[src/rtl/mips_instr_encoder_if.sv]
// Request and memory-write bus of the MIPS instruction encoder.
// The master side issues micro-op requests and accepts memory writes.
interface mips_instr_encoder_if #(
   parameter int AW = 32
);
   logic          req_valid;
   logic          req_ready;
   logic [3:0]    req_op;
   logic [4:0]    req_rs;
   logic [4:0]    req_rt;
   logic [4:0]    req_rd;
   logic [15:0]   req_imm;
   logic [25:0]   req_target;
   logic          req_last;
   logic          wr_valid;
   logic          wr_ready;
   logic [AW-1:0] wr_addr;
   logic [31:0]   wr_data;

   modport master (
      output req_valid, req_op, req_rs, req_rt, req_rd, req_imm, req_target, req_last,
      input  req_ready,
      input  wr_valid, wr_addr, wr_data,
      output wr_ready
   );

   modport slave (
      input  req_valid, req_op, req_rs, req_rt, req_rd, req_imm, req_target, req_last,
      output req_ready,
      output wr_valid, wr_addr, wr_data,
      input  wr_ready
   );
endinterface

[src/rtl/mips_instr_encoder.sv]
// Encodes micro-op requests into MIPS words and streams them to program memory.
// state | meaning: IDLE wait start | RUN accept/encode | DRAIN flush last write | DONE session over
module mips_instr_encoder #(
   parameter int AW    = 32,
   parameter int DEPTH = 256
) (
   input  logic                     clk,
   input  logic                     rst,
   input  logic                     start,
   input  logic [AW-1:0]            base_addr,
   mips_instr_encoder_if.slave      bus,
   output logic [$clog2(DEPTH):0]   count,
   output logic                     err_illegal,
   output logic                     busy,
   output logic                     done
);
   localparam int CW = $clog2(DEPTH) + 1;
   localparam logic [CW-1:0] DEPTH_C = CW'(DEPTH);

   typedef enum logic [1:0] {S_IDLE, S_RUN, S_DRAIN, S_DONE} state_t;

   state_t        state_q, state_d;
   logic          wr_valid_q, wr_valid_d;
   logic [AW-1:0] wr_addr_q, wr_addr_d;
   logic [31:0]   wr_data_q, wr_data_d;
   logic [CW-1:0] count_q, count_d;
   logic          err_q, err_d;

   logic [31:0]   enc_word;
   logic          enc_legal;
   logic [CW-1:0] inflight;
   logic          wr_fire;
   logic          req_ready_c;
   logic          accept;

   always_comb begin
      enc_word  = 32'h0;
      enc_legal = 1'b1;
      case (bus.req_op)
         4'd0:  enc_word = 32'h0;
         4'd1:  enc_word = {6'b000000, bus.req_rs, bus.req_rt, bus.req_rd, 5'd0, 6'b100000};
         4'd2:  enc_word = {6'b000000, bus.req_rs, bus.req_rt, bus.req_rd, 5'd0, 6'b100010};
         4'd3:  enc_word = {6'b000000, bus.req_rs, bus.req_rt, bus.req_rd, 5'd0, 6'b100100};
         4'd4:  enc_word = {6'b000000, bus.req_rs, bus.req_rt, bus.req_rd, 5'd0, 6'b100101};
         4'd5:  enc_word = {6'b000000, bus.req_rs, bus.req_rt, bus.req_rd, 5'd0, 6'b101010};
         4'd6:  enc_word = {6'b100011, bus.req_rs, bus.req_rt, bus.req_imm};
         4'd7:  enc_word = {6'b101011, bus.req_rs, bus.req_rt, bus.req_imm};
         4'd8:  enc_word = {6'b001000, bus.req_rs, bus.req_rt, bus.req_imm};
         4'd9:  enc_word = {6'b001100, bus.req_rs, bus.req_rt, bus.req_imm};
         4'd10: enc_word = {6'b000010, bus.req_target};
         4'd11: enc_word = {6'b000100, bus.req_rs, bus.req_rt, bus.req_imm};
         4'd12: enc_word = {6'b000101, bus.req_rs, bus.req_rt, bus.req_imm};
         default: enc_legal = 1'b0;
      endcase
   end

   // Words already committed to this session: written plus the one pending.
   assign inflight    = count_q + CW'(wr_valid_q);
   assign wr_fire     = wr_valid_q & bus.wr_ready;
   assign req_ready_c = (state_q == S_RUN) & (~wr_valid_q | bus.wr_ready) & (inflight < DEPTH_C);
   assign accept      = bus.req_valid & req_ready_c;

   always_comb begin
      state_d    = state_q;
      wr_valid_d = wr_valid_q;
      wr_addr_d  = wr_addr_q;
      wr_data_d  = wr_data_q;
      count_d    = count_q;
      err_d      = err_q;
      if (wr_fire) begin
         wr_valid_d = 1'b0;
         wr_addr_d  = wr_addr_q + AW'(4);
         count_d    = count_q + CW'(1);
      end
      case (state_q)
         S_IDLE, S_DONE: begin
            if (start) begin
               state_d   = S_RUN;
               wr_addr_d = base_addr;
               count_d   = '0;
               err_d     = 1'b0;
            end
         end
         S_RUN: begin
            if (accept) begin
               if (enc_legal) begin
                  wr_valid_d = 1'b1;
                  wr_data_d  = enc_word;
               end else begin
                  err_d = 1'b1;
               end
               if (bus.req_last || (enc_legal && ((inflight + CW'(1)) == DEPTH_C)))
                  state_d = S_DRAIN;
            end
         end
         S_DRAIN: begin
            if (!wr_valid_q || bus.wr_ready)
               state_d = S_DONE;
         end
         default: state_d = S_IDLE;
      endcase
   end

   always_ff @(posedge clk) begin
      if (rst) begin
         state_q    <= S_IDLE;
         wr_valid_q <= 1'b0;
         wr_addr_q  <= '0;
         wr_data_q  <= '0;
         count_q    <= '0;
         err_q      <= 1'b0;
      end else begin
         state_q    <= state_d;
         wr_valid_q <= wr_valid_d;
         wr_addr_q  <= wr_addr_d;
         wr_data_q  <= wr_data_d;
         count_q    <= count_d;
         err_q      <= err_d;
      end
   end

   assign bus.req_ready = req_ready_c;
   assign bus.wr_valid  = wr_valid_q;
   assign bus.wr_addr   = wr_addr_q;
   assign bus.wr_data   = wr_data_q;
   assign count         = count_q;
   assign err_illegal   = err_q;
   assign busy          = (state_q == S_RUN) || (state_q == S_DRAIN);
   assign done          = (state_q == S_DONE);
endmodule

[src/flat_wrapper.sv]
// flat-port wrapper written by rule: the top's interface ports become plain ports
module mips_instr_encoder_flat 
#(
   parameter int AW    = 32,
   parameter int DEPTH = 256
)
  (clk, rst, start, base_addr, count, err_illegal, busy, done, bus_req_valid, bus_req_op, bus_req_rs, bus_req_rt, bus_req_rd, bus_req_imm, bus_req_target, bus_req_last, bus_req_ready, bus_wr_valid, bus_wr_addr, bus_wr_data, bus_wr_ready);
  mips_instr_encoder_if #(.AW(AW)) bus_i ();
  input  logic clk;
  input  logic rst;
  input  logic start;
  input  logic [AW-1:0] base_addr;
  output logic [$clog2(DEPTH):0] count;
  output logic err_illegal;
  output logic busy;
  output logic done;
  input wire logic [$bits(bus_i.req_valid)-1:0] bus_req_valid;
  input wire logic [$bits(bus_i.req_op)-1:0] bus_req_op;
  input wire logic [$bits(bus_i.req_rs)-1:0] bus_req_rs;
  input wire logic [$bits(bus_i.req_rt)-1:0] bus_req_rt;
  input wire logic [$bits(bus_i.req_rd)-1:0] bus_req_rd;
  input wire logic [$bits(bus_i.req_imm)-1:0] bus_req_imm;
  input wire logic [$bits(bus_i.req_target)-1:0] bus_req_target;
  input wire logic [$bits(bus_i.req_last)-1:0] bus_req_last;
  output wire logic [$bits(bus_i.req_ready)-1:0] bus_req_ready;
  output wire logic [$bits(bus_i.wr_valid)-1:0] bus_wr_valid;
  output wire logic [$bits(bus_i.wr_addr)-1:0] bus_wr_addr;
  output wire logic [$bits(bus_i.wr_data)-1:0] bus_wr_data;
  input wire logic [$bits(bus_i.wr_ready)-1:0] bus_wr_ready;
  assign bus_i.req_valid = bus_req_valid;
  assign bus_i.req_op = bus_req_op;
  assign bus_i.req_rs = bus_req_rs;
  assign bus_i.req_rt = bus_req_rt;
  assign bus_i.req_rd = bus_req_rd;
  assign bus_i.req_imm = bus_req_imm;
  assign bus_i.req_target = bus_req_target;
  assign bus_i.req_last = bus_req_last;
  assign bus_req_ready = bus_i.req_ready;
  assign bus_wr_valid = bus_i.wr_valid;
  assign bus_wr_addr = bus_i.wr_addr;
  assign bus_wr_data = bus_i.wr_data;
  assign bus_i.wr_ready = bus_wr_ready;
  mips_instr_encoder #(.AW(AW), .DEPTH(DEPTH)) u_core (.clk(clk), .rst(rst), .start(start), .base_addr(base_addr), .bus(bus_i), .count(count), .err_illegal(err_illegal), .busy(busy), .done(done));
endmodule
[config.mk]
export PLATFORM = sky130hd
export DESIGN_NAME = mips_instr_encoder_flat
export DESIGN_NICKNAME = d
export VERILOG_FILES = /design/src/rtl/mips_instr_encoder_if.sv /design/src/rtl/mips_instr_encoder.sv /design/src/flat_wrapper.sv
export SDC_FILE = /design/constraint.sdc
export NUM_CORES = 1
export LEC_CHECK = 0
export ABC_AREA = 1
export CAP_MARGIN = 20
export CORE_MARGIN = 2
export CORE_UTILIZATION = 44
export CTS_BUF_LIST = sky130_fd_sc_hd__clkbuf_8 sky130_fd_sc_hd__clkbuf_16
export DETAILED_ROUTE_END_ITERATION = 10
export PLACE_DENSITY = 0.9
export SYNTH_ARGS = -nofsm -noshare
export SYNTH_HDL_FRONTEND = slang
export SYNTH_SLANG_ARGS = --single-unit
[constraint.sdc]
create_clock -name clk -period 2 [get_ports clk]
set_input_delay 0.6 -clock clk [delete_from_list [all_inputs] [get_ports clk]]
set_output_delay 0.6 -clock clk [all_outputs]
set_load 0.01 [all_outputs]
==> impl_results.md <==
* Remaining design rule violation count at 0
* Core footprint at 0.00982 mm^2
* Max Cap Violations at 0
* Final Cell Area at 0.00721 mm^2
* Worst hold path cell count at 2
* Maximum vdd drop at 0.544 mV
* Site row count at 36
* GP Congestion at 0.886
* CP bufs+invs at 3
* CTS H-Tree Depth at 3
* Post-detailed-route wirelength per cell at 13.2 um
* Number of placed instances with taps included at 1,049
* Worst Skew at 10.7 ps
* Final setup viols at 1
* Die area at 0.0110 mm^2
* Path category of the worst min-delay check: reg -> reg
* Time the worst path needs with I/O delays and setup at 2150 ps
* Initial DRT Pass Iterations at 5
* Starting DRT DRC Count at 212
* CTS Buffer Depth at 2
* DRT antenna net count at 0
* Critical path depth at 9
* Post-route clock period utilization at 1.07
* Most used cells in the layout excluding fill and tap cells: sky130_fd_sc_hd__nand2_1 (215), sky130_fd_sc_hd__clkdlybuf4s50_1 (158), sky130_fd_sc_hd__inv_1 (78)
* Hold path startpoint: u_core.bus.wr_data[1]
* N_diodes at 0
* Leakage power total at 3.35 nW
* Register area share after synthesis at 0.340
* Top fanout value on the critical path at 2
* Failing checks: setup timing
* Fraction of layout cells with a size suffix above 1 at 0.161
* Number of I/O port buffers at 175
* Run status: finished, violations left
* Number of global-route vias before repair at 5,197
* Slowest stage cell on the critical path: sky130_fd_sc_hd__dfxtp_2
* Post-detailed-routing wire length at 14.2 mm
* Non-Filler Instances at 1,078
* Number of nets produced by synthesis at 813
* Largest stage delay on the critical path at 370 ps
* Unrepaired setup endpoints after global routing: yes
* Worst R2R Path Depth at 13
* Capture endpoint of the worst hold path: u_core.bus.wr_data[1]
* Average cell area after synthesis at 6.34 um^2
* Final net count at 1,047
* Startpoint of the most critical register-to-register path: u_core.bus.wr_valid
* GRT overflow at 0
* Netlist area before placement at 0.00448 mm^2
* Data arrival time of the worst path at 1550 ps
* TritonCTS clock tree: yes
* Vias after detailed routing at 5,353
* Maximum number of pins on one net before global-route repair at 37
* Clock root buffer: sky130_fd_sc_hd__clkbuf_8
* Cells along the critical path: ha_4 -> ha_4 -> inv_4 -> nor2_4 -> nand2_2 -> nand2_2 -> nand3_2 -> inv_2 -> buf_6
* Number of buffers created by CTS at 9
* Fin Hold WS at 474 ps
* Classification of the worst setup path: reg -> out
* Fmax at 0.465 GHz
* Boundary Pins at 177
* Clock-pin slew of the registers on the worst-case setup and hold paths at 90 ps
* Critical Path End Type: primary output
* Final-report hold violation count at 0
* Reg-to-reg critical path endpoint: u_core.bus.wr_valid
* Power Density at 960 mW/mm^2
* Top cell family by delay on the critical path: flip-flops
* Reg2reg setup slack at 40 ps
* Total power at 6.92 mW
* Worst-Skew Late Latency at 360 ps
* Post-Synthesis Cells at 706
* P&R area growth vs syn at 61.0%
* Post-detailed-placement cell area at 0.00676 mm^2
* # hold bufs at CTS at 0
* Total global-route track usage at 0.259
* Number of distinct library cells after synthesis at 35
* PnR worst setup slack at -150 ps
* Vias/cell at 4.97
* Number of flip-flops and latches in the synthesized netlist at 76
* Final HPWL DP at 10.5 mm
* Number of clock sinks at 76
* Critical path required time at 1400 ps
* Width of the die at 105 um
* Kind of start point of the critical path: register
* Vertical extent of the die at 105 um
* First-pass GRT wire length at 23.6 mm
* Number of pins exceeding their max-slew limit in the final report at 0
* Synthesis Warnings at 0
* Most frequent standard cell in the layout excluding fill and tap cells: sky130_fd_sc_hd__nand2_1
* Effective utilization at floorplan at 0.456
* Initial antenna violation count at 0
final cells by class:
| cell class | count | area [um^2] |
|---|---|---|
| flip-flops and latches | 76 | 1540 |
| repair buffers | 248 | 2360 |
| well taps | 133 | 166 |
| clock buffers | 9 | 124 |
| multi-input cells | 519 | 2590 |
| clock inverters | 7 | 98.8 |
| fillers | 771 | 2610 |
| inverters | 86 | 325 |
worst reg2reg max path, stage by stage (launching register included):
cell	delay [ps]
sky130_fd_sc_hd__dfxtp_2	370
sky130_fd_sc_hd__buf_4	150
sky130_fd_sc_hd__nand2_4	50
sky130_fd_sc_hd__buf_4	120
sky130_fd_sc_hd__buf_4	120
sky130_fd_sc_hd__buf_4	120
sky130_fd_sc_hd__buf_4	120
sky130_fd_sc_hd__buf_4	120
sky130_fd_sc_hd__buf_4	130
sky130_fd_sc_hd__buf_4	130
sky130_fd_sc_hd__buf_4	120
sky130_fd_sc_hd__buf_4	120
sky130_fd_sc_hd__buf_4	130
sky130_fd_sc_hd__a21oi_2	110
stage by stage:
step,setup TNS [ps],util,setup slack [ps]
global placement,-13000,0.689,-626
global route,-297,0.734,-204
CTS,-100,0.726,-100
detailed placement,-16370,0.689,-700
floorplan,0,-,103
finish,-150,0.734,-150
registers in the layout (all words and copies together) (netlist names):
signal	count
u_core.count	9
u_core.bus.wr_valid	1
u_core.state_q	2
u_core.bus.wr_data	31
u_core.err_illegal	1
u_core.bus.wr_addr	32
worst max path at each step:
stage | endpoint | start
3_3_place_gp | bus_req_ready | bus_wr_ready
3_5_place_dp | bus_req_ready | bus_wr_ready
2_1_floorplan | bus_req_ready | u_core.count[0]
4_1_cts | bus_req_ready | u_core.count[0]
6_report | bus_req_ready | u_core.bus.wr_valid
5_1_grt | bus_req_ready | u_core.bus.wr_valid
routing by layer:
layer,track usage,share of wire,vias up
li1,-,-,2694
met1,0.300,0.40,2384
met2,0.450,0.49,237
met3,0.0749,0.083,38
met4,0.0990,0.027,0
met5,0,0,-
synth_stat cells:
| cell | n | share of area |
|---|---|---|
| sky130_fd_sc_hd__clkbuf_1 | 11 | 0.0092 |
| sky130_fd_sc_hd__nand3_2 | 3 | 0.0067 |
| sky130_fd_sc_hd__buf_4 | 4 | 0.0067 |
| sky130_fd_sc_hd__a21oi_2 | 3 | 0.0059 |
| sky130_fd_sc_hd__nor3_1 | 13 | 0.015 |
| sky130_fd_sc_hd__o211ai_1 | 1 | 0.0017 |
| sky130_fd_sc_hd__a22oi_1 | 6 | 0.010 |
| sky130_fd_sc_hd__conb_1 | 1 | 0.00084 |
| sky130_fd_sc_hd__ha_1 | 8 | 0.022 |
| sky130_fd_sc_hd__inv_1 | 84 | 0.070 |
| sky130_fd_sc_hd__nor2_2 | 7 | 0.0098 |
| sky130_fd_sc_hd__a21boi_0 | 1 | 0.0017 |
| sky130_fd_sc_hd__o21bai_1 | 1 | 0.0017 |
| sky130_fd_sc_hd__inv_2 | 2 | 0.0017 |
| sky130_fd_sc_hd__nor3b_1 | 1 | 0.0017 |
| sky130_fd_sc_hd__dfxtp_1 | 76 | 0.34 |
| sky130_fd_sc_hd__xor2_1 | 8 | 0.016 |
| sky130_fd_sc_hd__nand2_1 | 217 | 0.18 |
| sky130_fd_sc_hd__nand3b_1 | 6 | 0.010 |
| sky130_fd_sc_hd__nand3_1 | 40 | 0.045 |
| sky130_fd_sc_hd__a31oi_1 | 1 | 0.0014 |
| sky130_fd_sc_hd__o21ai_0 | 48 | 0.054 |
| sky130_fd_sc_hd__buf_2 | 6 | 0.0067 |
| sky130_fd_sc_hd__o21ai_1 | 1 | 0.0011 |
| sky130_fd_sc_hd__xnor2_1 | 12 | 0.023 |
| sky130_fd_sc_hd__nor2_4 | 3 | 0.0075 |
| sky130_fd_sc_hd__nand4_4 | 1 | 0.0048 |
| sky130_fd_sc_hd__or2_0 | 1 | 0.0014 |
| sky130_fd_sc_hd__o2111ai_1 | 1 | 0.0020 |
| sky130_fd_sc_hd__nor2_1 | 75 | 0.063 |
| sky130_fd_sc_hd__a21oi_1 | 45 | 0.050 |
| sky130_fd_sc_hd__nand4_1 | 6 | 0.0084 |
| sky130_fd_sc_hd__buf_1 | 2 | 0.0017 |
| sky130_fd_sc_hd__nand2_2 | 9 | 0.013 |
| sky130_fd_sc_hd__buf_6 | 2 | 0.0050 |
timing repair:
item | CTS | global route
buffers inserted | 12 | 2
gates resized for setup | 32 | 33
endpoints found under the setup margin | 7 | 46
pin swaps | 6 | 2
cell families (layout without fill, tap and decap cells):
logic type / Yosys count / count (layout) / share of synthesized area
AOI/OAI and AO/OA: 108 / 108 / 0.129
xor gates and xnor gates: 20 / 20 / 0.0391
adders and majority gates: 8 / 8 / 0.0224
buffers and inverters: 111 / 350 / 0.101
DFF: 76 / 76 / 0.340
other: 1 / 1 / 0.000838
and+or+nand+nor: 382 / 382 / 0.367
report_power, final:
part           switching, mW  internal [mW]
Sequential             0.440           1.93
Clock                  0.630          0.706
Combinational           1.56           1.65
Total                   2.63           4.29
Power figures use the tool's default switching activity.
